--- src/rtl/tdc_conf_sequencer_if.sv ---
// Control/handshake bundle between the FPGA control logic, the SPI config engine
// and the TDC configuration sequencer.
interface tdc_conf_sequencer_if;
    logic       reconf_req;
    logic       meas_busy;
    logic       end_conf;
    logic       start_conf;
    logic       meas_en;
    logic       conf_done;
    logic       conf_err;
    logic [1:0] retry_cnt;
    logic [2:0] seq_state;

    // Driven by the control logic / config engine side.
    modport master (
        output reconf_req,
        output meas_busy,
        output end_conf,
        input  start_conf,
        input  meas_en,
        input  conf_done,
        input  conf_err,
        input  retry_cnt,
        input  seq_state
    );

    // Used by the sequencer itself.
    modport slave (
        input  reconf_req,
        input  meas_busy,
        input  end_conf,
        output start_conf,
        output meas_en,
        output conf_done,
        output conf_err,
        output retry_cnt,
        output seq_state
    );
endinterface

--- src/rtl/tdc_conf_sequencer.sv ---
// TDC configuration sequencer: power-up settle, start_conf/end_conf supervision with
// timeout and bounded retries, then measurement enable and drain-before-reconfigure.
module tdc_conf_sequencer #(
    parameter int PWRUP_CYC   = 1000,
    parameter int TIMEOUT_CYC = 512,
    parameter int MAX_RETRY   = 3,
    parameter int CNT_W       = 16
) (
    input  logic                 clk,
    input  logic                 rst_n,
    tdc_conf_sequencer_if.slave  bus
);

    typedef enum logic [2:0] {
        ST_PWRUP = 3'd0,
        ST_START = 3'd1,
        ST_WAIT  = 3'd2,
        ST_RUN   = 3'd3,
        ST_DRAIN = 3'd4,
        ST_ERR   = 3'd5
    } state_t;

    localparam logic [CNT_W-1:0] CNT_ZERO     = {CNT_W{1'b0}};
    localparam logic [CNT_W-1:0] CNT_ONE      = CNT_W'(1);
    localparam logic [CNT_W-1:0] PWRUP_LAST   = CNT_W'(PWRUP_CYC - 1);
    localparam logic [CNT_W-1:0] TIMEOUT_LAST = CNT_W'(TIMEOUT_CYC - 1);
    localparam logic [1:0]       RETRY_MAX    = 2'(MAX_RETRY);

    state_t           state_r;
    state_t           state_s;
    logic [CNT_W-1:0] cnt_r;
    logic [CNT_W-1:0] cnt_s;
    logic [1:0]       retry_r;
    logic [1:0]       retry_s;

    logic             start_conf_s;
    logic             meas_en_s;
    logic             conf_done_s;
    logic             conf_err_s;
    logic             start_conf_r;
    logic             meas_en_r;
    logic             conf_done_r;
    logic             conf_err_r;
    logic [2:0]       seq_state_r;

    // State, shared cycle counter and retry counter registers.
    always_ff @(posedge clk or negedge rst_n) begin
        if (!rst_n) begin
            state_r <= ST_PWRUP;
            cnt_r   <= CNT_ZERO;
            retry_r <= 2'd0;
        end else begin
            state_r <= state_s;
            cnt_r   <= cnt_s;
            retry_r <= retry_s;
        end
    end

    // Next-state, counter and retry logic.
    always_comb begin
        state_s = state_r;
        cnt_s   = cnt_r;
        retry_s = retry_r;
        case (state_r)
            ST_PWRUP: begin
                if (cnt_r == PWRUP_LAST) begin
                    state_s = ST_START;
                    cnt_s   = CNT_ZERO;
                end else begin
                    cnt_s   = cnt_r + CNT_ONE;
                end
            end
            ST_START: begin
                cnt_s   = CNT_ZERO;
                state_s = ST_WAIT;
            end
            ST_WAIT: begin
                // A done pulse on the timeout cycle still counts as success.
                if (bus.end_conf) begin
                    state_s = ST_RUN;
                    cnt_s   = CNT_ZERO;
                    retry_s = 2'd0;
                end else if (cnt_r == TIMEOUT_LAST) begin
                    cnt_s = CNT_ZERO;
                    if (retry_r < RETRY_MAX) begin
                        retry_s = retry_r + 2'd1;
                        state_s = ST_START;
                    end else begin
                        state_s = ST_ERR;
                    end
                end else begin
                    cnt_s = cnt_r + CNT_ONE;
                end
            end
            ST_RUN: begin
                if (bus.reconf_req) begin
                    state_s = ST_DRAIN;
                end else begin
                    state_s = ST_RUN;
                end
            end
            ST_DRAIN: begin
                if (!bus.meas_busy) begin
                    state_s = ST_START;
                end else begin
                    state_s = ST_DRAIN;
                end
            end
            ST_ERR: begin
                if (bus.reconf_req) begin
                    state_s = ST_START;
                    retry_s = 2'd0;
                end else begin
                    state_s = ST_ERR;
                end
            end
            default: begin
                state_s = ST_PWRUP;
                cnt_s   = CNT_ZERO;
                retry_s = 2'd0;
            end
        endcase
    end

    // Moore output decode of the upcoming state, registered below so outputs track state_r.
    always_comb begin
        start_conf_s = 1'b0;
        meas_en_s    = 1'b0;
        conf_done_s  = 1'b0;
        conf_err_s   = 1'b0;
        case (state_s)
            ST_START: start_conf_s = 1'b1;
            ST_RUN: begin
                meas_en_s   = 1'b1;
                conf_done_s = 1'b1;
            end
            ST_ERR:   conf_err_s   = 1'b1;
            default: begin
                start_conf_s = 1'b0;
                meas_en_s    = 1'b0;
                conf_done_s  = 1'b0;
                conf_err_s   = 1'b0;
            end
        endcase
    end

    // Output registers.
    always_ff @(posedge clk or negedge rst_n) begin
        if (!rst_n) begin
            start_conf_r <= 1'b0;
            meas_en_r    <= 1'b0;
            conf_done_r  <= 1'b0;
            conf_err_r   <= 1'b0;
            seq_state_r  <= 3'd0;
        end else begin
            start_conf_r <= start_conf_s;
            meas_en_r    <= meas_en_s;
            conf_done_r  <= conf_done_s;
            conf_err_r   <= conf_err_s;
            seq_state_r  <= state_s;
        end
    end

    assign bus.start_conf = start_conf_r;
    assign bus.meas_en    = meas_en_r;
    assign bus.conf_done  = conf_done_r;
    assign bus.conf_err   = conf_err_r;
    assign bus.retry_cnt  = retry_r;
    assign bus.seq_state  = seq_state_r;

endmodule

--- src/flat_wrapper.sv ---
// flat-port wrapper written by rule: the top's interface ports become plain ports
module tdc_conf_sequencer_flat 
#(
    parameter int PWRUP_CYC   = 1000,
    parameter int TIMEOUT_CYC = 512,
    parameter int MAX_RETRY   = 3,
    parameter int CNT_W       = 16
)
  (clk, rst_n, bus_reconf_req, bus_meas_busy, bus_end_conf, bus_start_conf, bus_meas_en, bus_conf_done, bus_conf_err, bus_retry_cnt, bus_seq_state);
  tdc_conf_sequencer_if bus_i ();
  input  logic clk;
  input  logic rst_n;
  input wire logic [$bits(bus_i.reconf_req)-1:0] bus_reconf_req;
  input wire logic [$bits(bus_i.meas_busy)-1:0] bus_meas_busy;
  input wire logic [$bits(bus_i.end_conf)-1:0] bus_end_conf;
  output wire logic [$bits(bus_i.start_conf)-1:0] bus_start_conf;
  output wire logic [$bits(bus_i.meas_en)-1:0] bus_meas_en;
  output wire logic [$bits(bus_i.conf_done)-1:0] bus_conf_done;
  output wire logic [$bits(bus_i.conf_err)-1:0] bus_conf_err;
  output wire logic [$bits(bus_i.retry_cnt)-1:0] bus_retry_cnt;
  output wire logic [$bits(bus_i.seq_state)-1:0] bus_seq_state;
  assign bus_i.reconf_req = bus_reconf_req;
  assign bus_i.meas_busy = bus_meas_busy;
  assign bus_i.end_conf = bus_end_conf;
  assign bus_start_conf = bus_i.start_conf;
  assign bus_meas_en = bus_i.meas_en;
  assign bus_conf_done = bus_i.conf_done;
  assign bus_conf_err = bus_i.conf_err;
  assign bus_retry_cnt = bus_i.retry_cnt;
  assign bus_seq_state = bus_i.seq_state;
  tdc_conf_sequencer #(.PWRUP_CYC(PWRUP_CYC), .TIMEOUT_CYC(TIMEOUT_CYC), .MAX_RETRY(MAX_RETRY), .CNT_W(CNT_W)) u_core (.clk(clk), .rst_n(rst_n), .bus(bus_i));
endmodule
--- config.mk ---
export PLATFORM = sky130hd
export DESIGN_NAME = tdc_conf_sequencer_flat
export DESIGN_NICKNAME = d
export VERILOG_FILES = /design/src/rtl/tdc_conf_sequencer_if.sv /design/src/rtl/tdc_conf_sequencer.sv /design/src/flat_wrapper.sv
export SDC_FILE = /design/constraint.sdc
export NUM_CORES = 1
export LEC_CHECK = 0
export CAP_MARGIN = 15
export CORE_ASPECT_RATIO = 1.1
export CORE_MARGIN = 1
export CORE_UTILIZATION = 32
export DETAILED_ROUTE_END_ITERATION = 16
export GPL_ROUTABILITY_DRIVEN = 1
export GPL_TIMING_DRIVEN = 0
export PLACE_DENSITY = 0.59
export SKIP_CTS_REPAIR_TIMING = 1
export SLEW_MARGIN = 20
export SYNTH_ARGS = -nofsm -noshare
export SYNTH_HDL_FRONTEND = slang
export SYNTH_SLANG_ARGS = --single-unit
--- constraint.sdc ---
create_clock -name clk -period 2.71 [get_ports clk]
set_clock_uncertainty 0.2 [all_clocks]
set_input_delay 0.542 -clock clk [delete_from_list [all_inputs] [get_ports clk]]
set_output_delay 0.542 -clock clk [all_outputs]
set_load 0.05 [all_outputs]
## Word level (Yosys, flattened, before mapping)

Index checks and enable logic that the tools add are counted.

| word-level totals | value |
|---|---|
| bits in registers | 24 |
| input bits | 5 |
| output and inout port bits | 9 |
| word-level logic and storage cells | 47 |

| cells by class | value |
|---|---|
| add/subtract/negate cells | 2 |
| $lt $le $gt $ge | 1 |
| equal/unequal tests | 13 |
| mux-type cells | 20 |
| bitwise logic cells | 1 |
| reductions and logical operators | 4 |

Operators with widths:

| cell | count |
|---|---|
| $mux W16 | 3 |
| $pmux W16 S3 | 1 |
| $mux W3 | 7 |
| $pmux W3 S6 | 1 |
| $add A16 B1 Y16 const B | 1 |
| $eq A16 B10 Y1 const B | 1 |
| $eq A16 B9 Y1 const B | 1 |
| $eq A3 B2 Y1 const B | 3 |
| $eq A3 B3 Y1 const B | 3 |
| $mux W2 | 4 |
| $eq A3 B1 Y1 const B | 2 |
| $ne A3 B2 Y1 const B | 2 |
| $pmux W2 S3 | 1 |
| $reduce_and A4 Y1 | 1 |
| $reduce_or A4 Y1 | 1 |
| $logic_not A3 Y1 | 1 |
| $mux W1 | 3 |
| $reduce_or A3 Y1 | 1 |
| $add A2 B1 Y2 const B | 1 |
| $lt A2 B2 Y1 const B | 1 |
| $ne A2 B2 Y1 const B | 1 |
| $not A1 Y1 | 1 |

## Logic depth before layout (Yosys ltp)

| logic depth | value |
|---|---|
| word-level depth | 7 |
| gate-level depth with buffers | 8 |
| depth with buffers taken out | 6 |

## Worst setup path before layout

Ideal clock, no wire load.

| timing | value |
|---|---|
| kind | flip-flop to flip-flop |
| start point | reg u_core.cnt_r[0] |
| end point | reg u_core.cnt_r[4] |
| setup time | 0.124 ns |
| data arrival time | 1.744 ns |
| data required time | 2.386 ns |
| path slack | 0.642 ns |
| stages on the path, launching flop included | 8 |
| path buffers | 1 |
| clock period less this slack | 2.068 ns |
| cells stage by stage | dfrtp_1 -> ha_1 -> and4_2 -> nand4_4 -> a22o_1 -> buf_6 -> and3_1 -> a211o_1 |

| between the ends | value |
|---|---|
| longest elaborated chain between the ends | 4 |
| elaborated cells between the ends (all ways) | 7 |
| those cells by class | add/sub: 1; eq/ne: 2; mux: 4 |

Ends and longest elaborated chain:

| element | line | source |
|---|---|---|
| start, declared | tdc_conf_sequencer.sv:31 | `logic [CNT_W-1:0] cnt_r;` |
| start signal, assigned | tdc_conf_sequencer.sv:54 | `cnt_r <= cnt_s;` |
| $add A16 B1 Y16 / $eq A16 B9 Y1 (equally long branches) | tdc_conf_sequencer.sv:70, tdc_conf_sequencer.sv:92, tdc_conf_sequencer.sv:83 |  |
| $mux W16 | tdc_conf_sequencer.sv:83 | `end else if (cnt_r == TIMEOUT_LAST) begin` |
| $mux W16 | tdc_conf_sequencer.sv:79 | `if (bus.end_conf) begin` |
| $pmux W16 S3 * | tdc_conf_sequencer.sv:64 | `case (state_r)` |

Every way passes the cells marked *; elsewhere a longest branch is shown, timed or not.
A chain may end at the register's enable or synchronous reset.

==> impl_metrics.tcl <==
set metrics [dict create \
    critPathKind "reg2out" \
    synth_xor_area_frac 0 \
    start_kind "flip-flop" \
    yosysMostFrequentCell "dfrtp_1" \
    synthMuxAreaShare 0.0152 \
    port_buffers 13 \
    syn_nets 150 \
    finish.utilization 0.404 \
    ys_warn_count 0 \
    period_needed_ns 2.36 \
    critical-path-top-delay-family "buffers and inverters" \
    grt_pass1_vias 1144 \
    post-dp-hpwl_um 2180 \
    core_um2 4080 \
    power.total_mw 1.48 \
    finalCritPeriodShare 0.870 \
    dieArea_um2 4660 \
    path_depth 1 \
    worstSetupStartpoint "u_core.state_r[2]" \
    initial_core_util 0.344 \
    multi_input_area_um2 719 \
    cts_root_buffer "clkbuf_8" \
    timing.setup.tns_ns 0 \
    fin_ws_ns 0.353 \
    h-tree-depth 1 \
    grt_pass1_wl_um 5240 \
    path_max_fanout 7 \
    finalSetupViolCount 0 \
    via_count 1174 \
    post-place-ws_ns 0.189 \
    p_per_area_nw_per_um2 899 \
    cp.required_ns 1.97 \
    drive_gt1_frac 0.169 \
    globalRoute.totalOverflow 0 \
    synth_top_area_share 0.428 \
    ys_ff_latch 24 \
    rsz0062_at_grt "no" \
    routabilityCongestion 0.862 \
    irDropWorstVdd_uv 554 \
    synth_area_um2 1400 \
    critPathBufInv 1 \
    clock_path_buffers 2 \
    layout-area-overhead-vs-synth_pct 17.5 \
    synth_top_family_by_area "simple AND/OR/NAND/NOR gates" \
    drt-total-wl_um 3020 \
    die_y_um 71.5 \
    final_nets 168 \
    clkTransAtPathRegs_ns 0.09 \
    crit_arrival_ns 1.62 \
    status "complete, no violations" \
    wl_per_cell_um 14.3 \
    slowest_stage "clkdlybuf4s50_1" \
    grt_antenna_before_repair 0 \
    maxCapViolations 0 \
    synth_compound_area_frac 0.180 \
    reg2reg_depth 6 \
    seq_area_frac_synth 0.428 \
    rows 24 \
    tritoncts "built" \
    p_leak_nw 0.738 \
    synth-simple-area-share 0.299 \
    ios 14 \
    seq_area_um2 601 \
    finalHoldViolations 0 \
    holdWs_ns 0.0413 \
    grt_max_degree 25 \
    worstMarginPinSlew_ns 0.538 \
    viasPerCell 5.54 \
    drv_slew 0 \
    track_usage 0.145 \
    drtIter0Drc 52 \
    nFillCells 422 \
    avgSynthCellArea_um2 9.82 \
    synthTopCellsByCount "dfrtp_1, nand2_1, a21oi_1, nand3_1" \
    end_kind "output pin" \
    max_slew_margin 0.642 \
    ys.flop_type "dfrtp_1" \
    synth-edff-count 0 \
    syn_inst 143 \
    cts_buffers 3 \
    ant_nets 0 \
    max_freq_mhz 424 \
    yosysTopAreaCell "dfrtp_1" \
    synth_fa_ha_area_frac 0.0178 \
    fp.dieW_um 65.2 \
    path_cells "clkdlybuf4s50_1" \
    yosysUniqueCellTypes 41 \
    drcViolationCount 0 \
    hp-class "in2async" \
    cts.sinks 24 \
    insertion_delay_ns 0.27 \
    synth_area_leaders "dfrtp_1, a21oi_1, nand3_1" \
    synthArstFlopShare 1.00 \
    cpPeakStageDelay_ns 0.86 \
    drt-pass1-iter-count 4 \
    timing.rr.start "u_core.cnt_r[0]" \
    diodes 0 \
]
==> final cells by class <==
cell class                      count  share of cell area
Buffer                              7              0.0349
Sequential cell                    24               0.364
Inverter                            7              0.0159
Timing Repair Buffer               13              0.0759
Tap cell                           52              0.0395
Multi-Input combinational cell    105               0.436
Clock buffer                        4              0.0334
==> worst paths after layout <==
kind / end / slack, ns
max: bus_seq_state[2] / 0.35
min in group clk: u_core.cnt_r[9] / 0.31
min: u_core.cnt_r[14] / 0.04
max in group asynchronous: u_core.cnt_r[9] / 1.90
max reg2reg: u_core.cnt_r[3] / 0.40
min reg2reg: u_core.cnt_r[9] / 0.31
==> layout by cell type (no fill, tap or decap), types with 3 or more instances in the layout <==
cell type,synthesis,routed
clkbuf_8,0,4
buf_6,3,3
nor2b_1,6,6
and3_2,3,3
nor2_1,5,5
nand3_1,10,10
a21oi_1,10,10
or3_1,3,3
a22o_1,4,4
and3_1,5,5
nor3_1,5,5
clkdlybuf4s50_1,0,12
a31oi_1,7,7
dfrtp_1,24,24
o21ai_0,6,6
inv_1,7,7
nand2_1,12,12
==> sequential cells by signal, summed over array words and instances, names as in the netlist <==
register,cells
u_core.bus.start_conf,1
u_core.state_r,3
u_core.bus.retry_cnt,2
u_core.bus.meas_en,1
u_core.bus.conf_err,1
u_core.cnt_r,16
==> power by group <==
part / switching (mW) / leakage [nW] / internal (mW)
logic: 0.492 / 0.383 / 0.286
clock network: 0.113 / 0.0288 / 0.130
registers: 0.0504 / 0.326 / 0.411
total: 0.655 / 0.738 / 0.826
==> logic make-up (layout without fill, tap and decap cells) <==
kind of cell / Yosys count / in the layout
fa+ha+maj: 2 / 2
mux: 2 / 2
flops: 24 / 24
simple gates: 64 / 64
buf+inv: 14 / 31
compound gates: 37 / 37
==> metrics by stage <==
stage / cells / cell area [um2]
3_3_place_gp: 208 / 1600
3_5_place_dp: 208 / 1590
5_1_grt: 212 / 1650
6_report: 212 / 1650
2_1_floorplan: 143 / 1400
4_1_cts: 212 / 1650
==> layer usage <==
metal,routed length [um],GRT usage
met2,1470,0.255
met5,0,0
met1,1380,0.180
met4,13,0.0217
met3,165,0.0430
No activity file was read; power rests on OpenSTA's default activity.
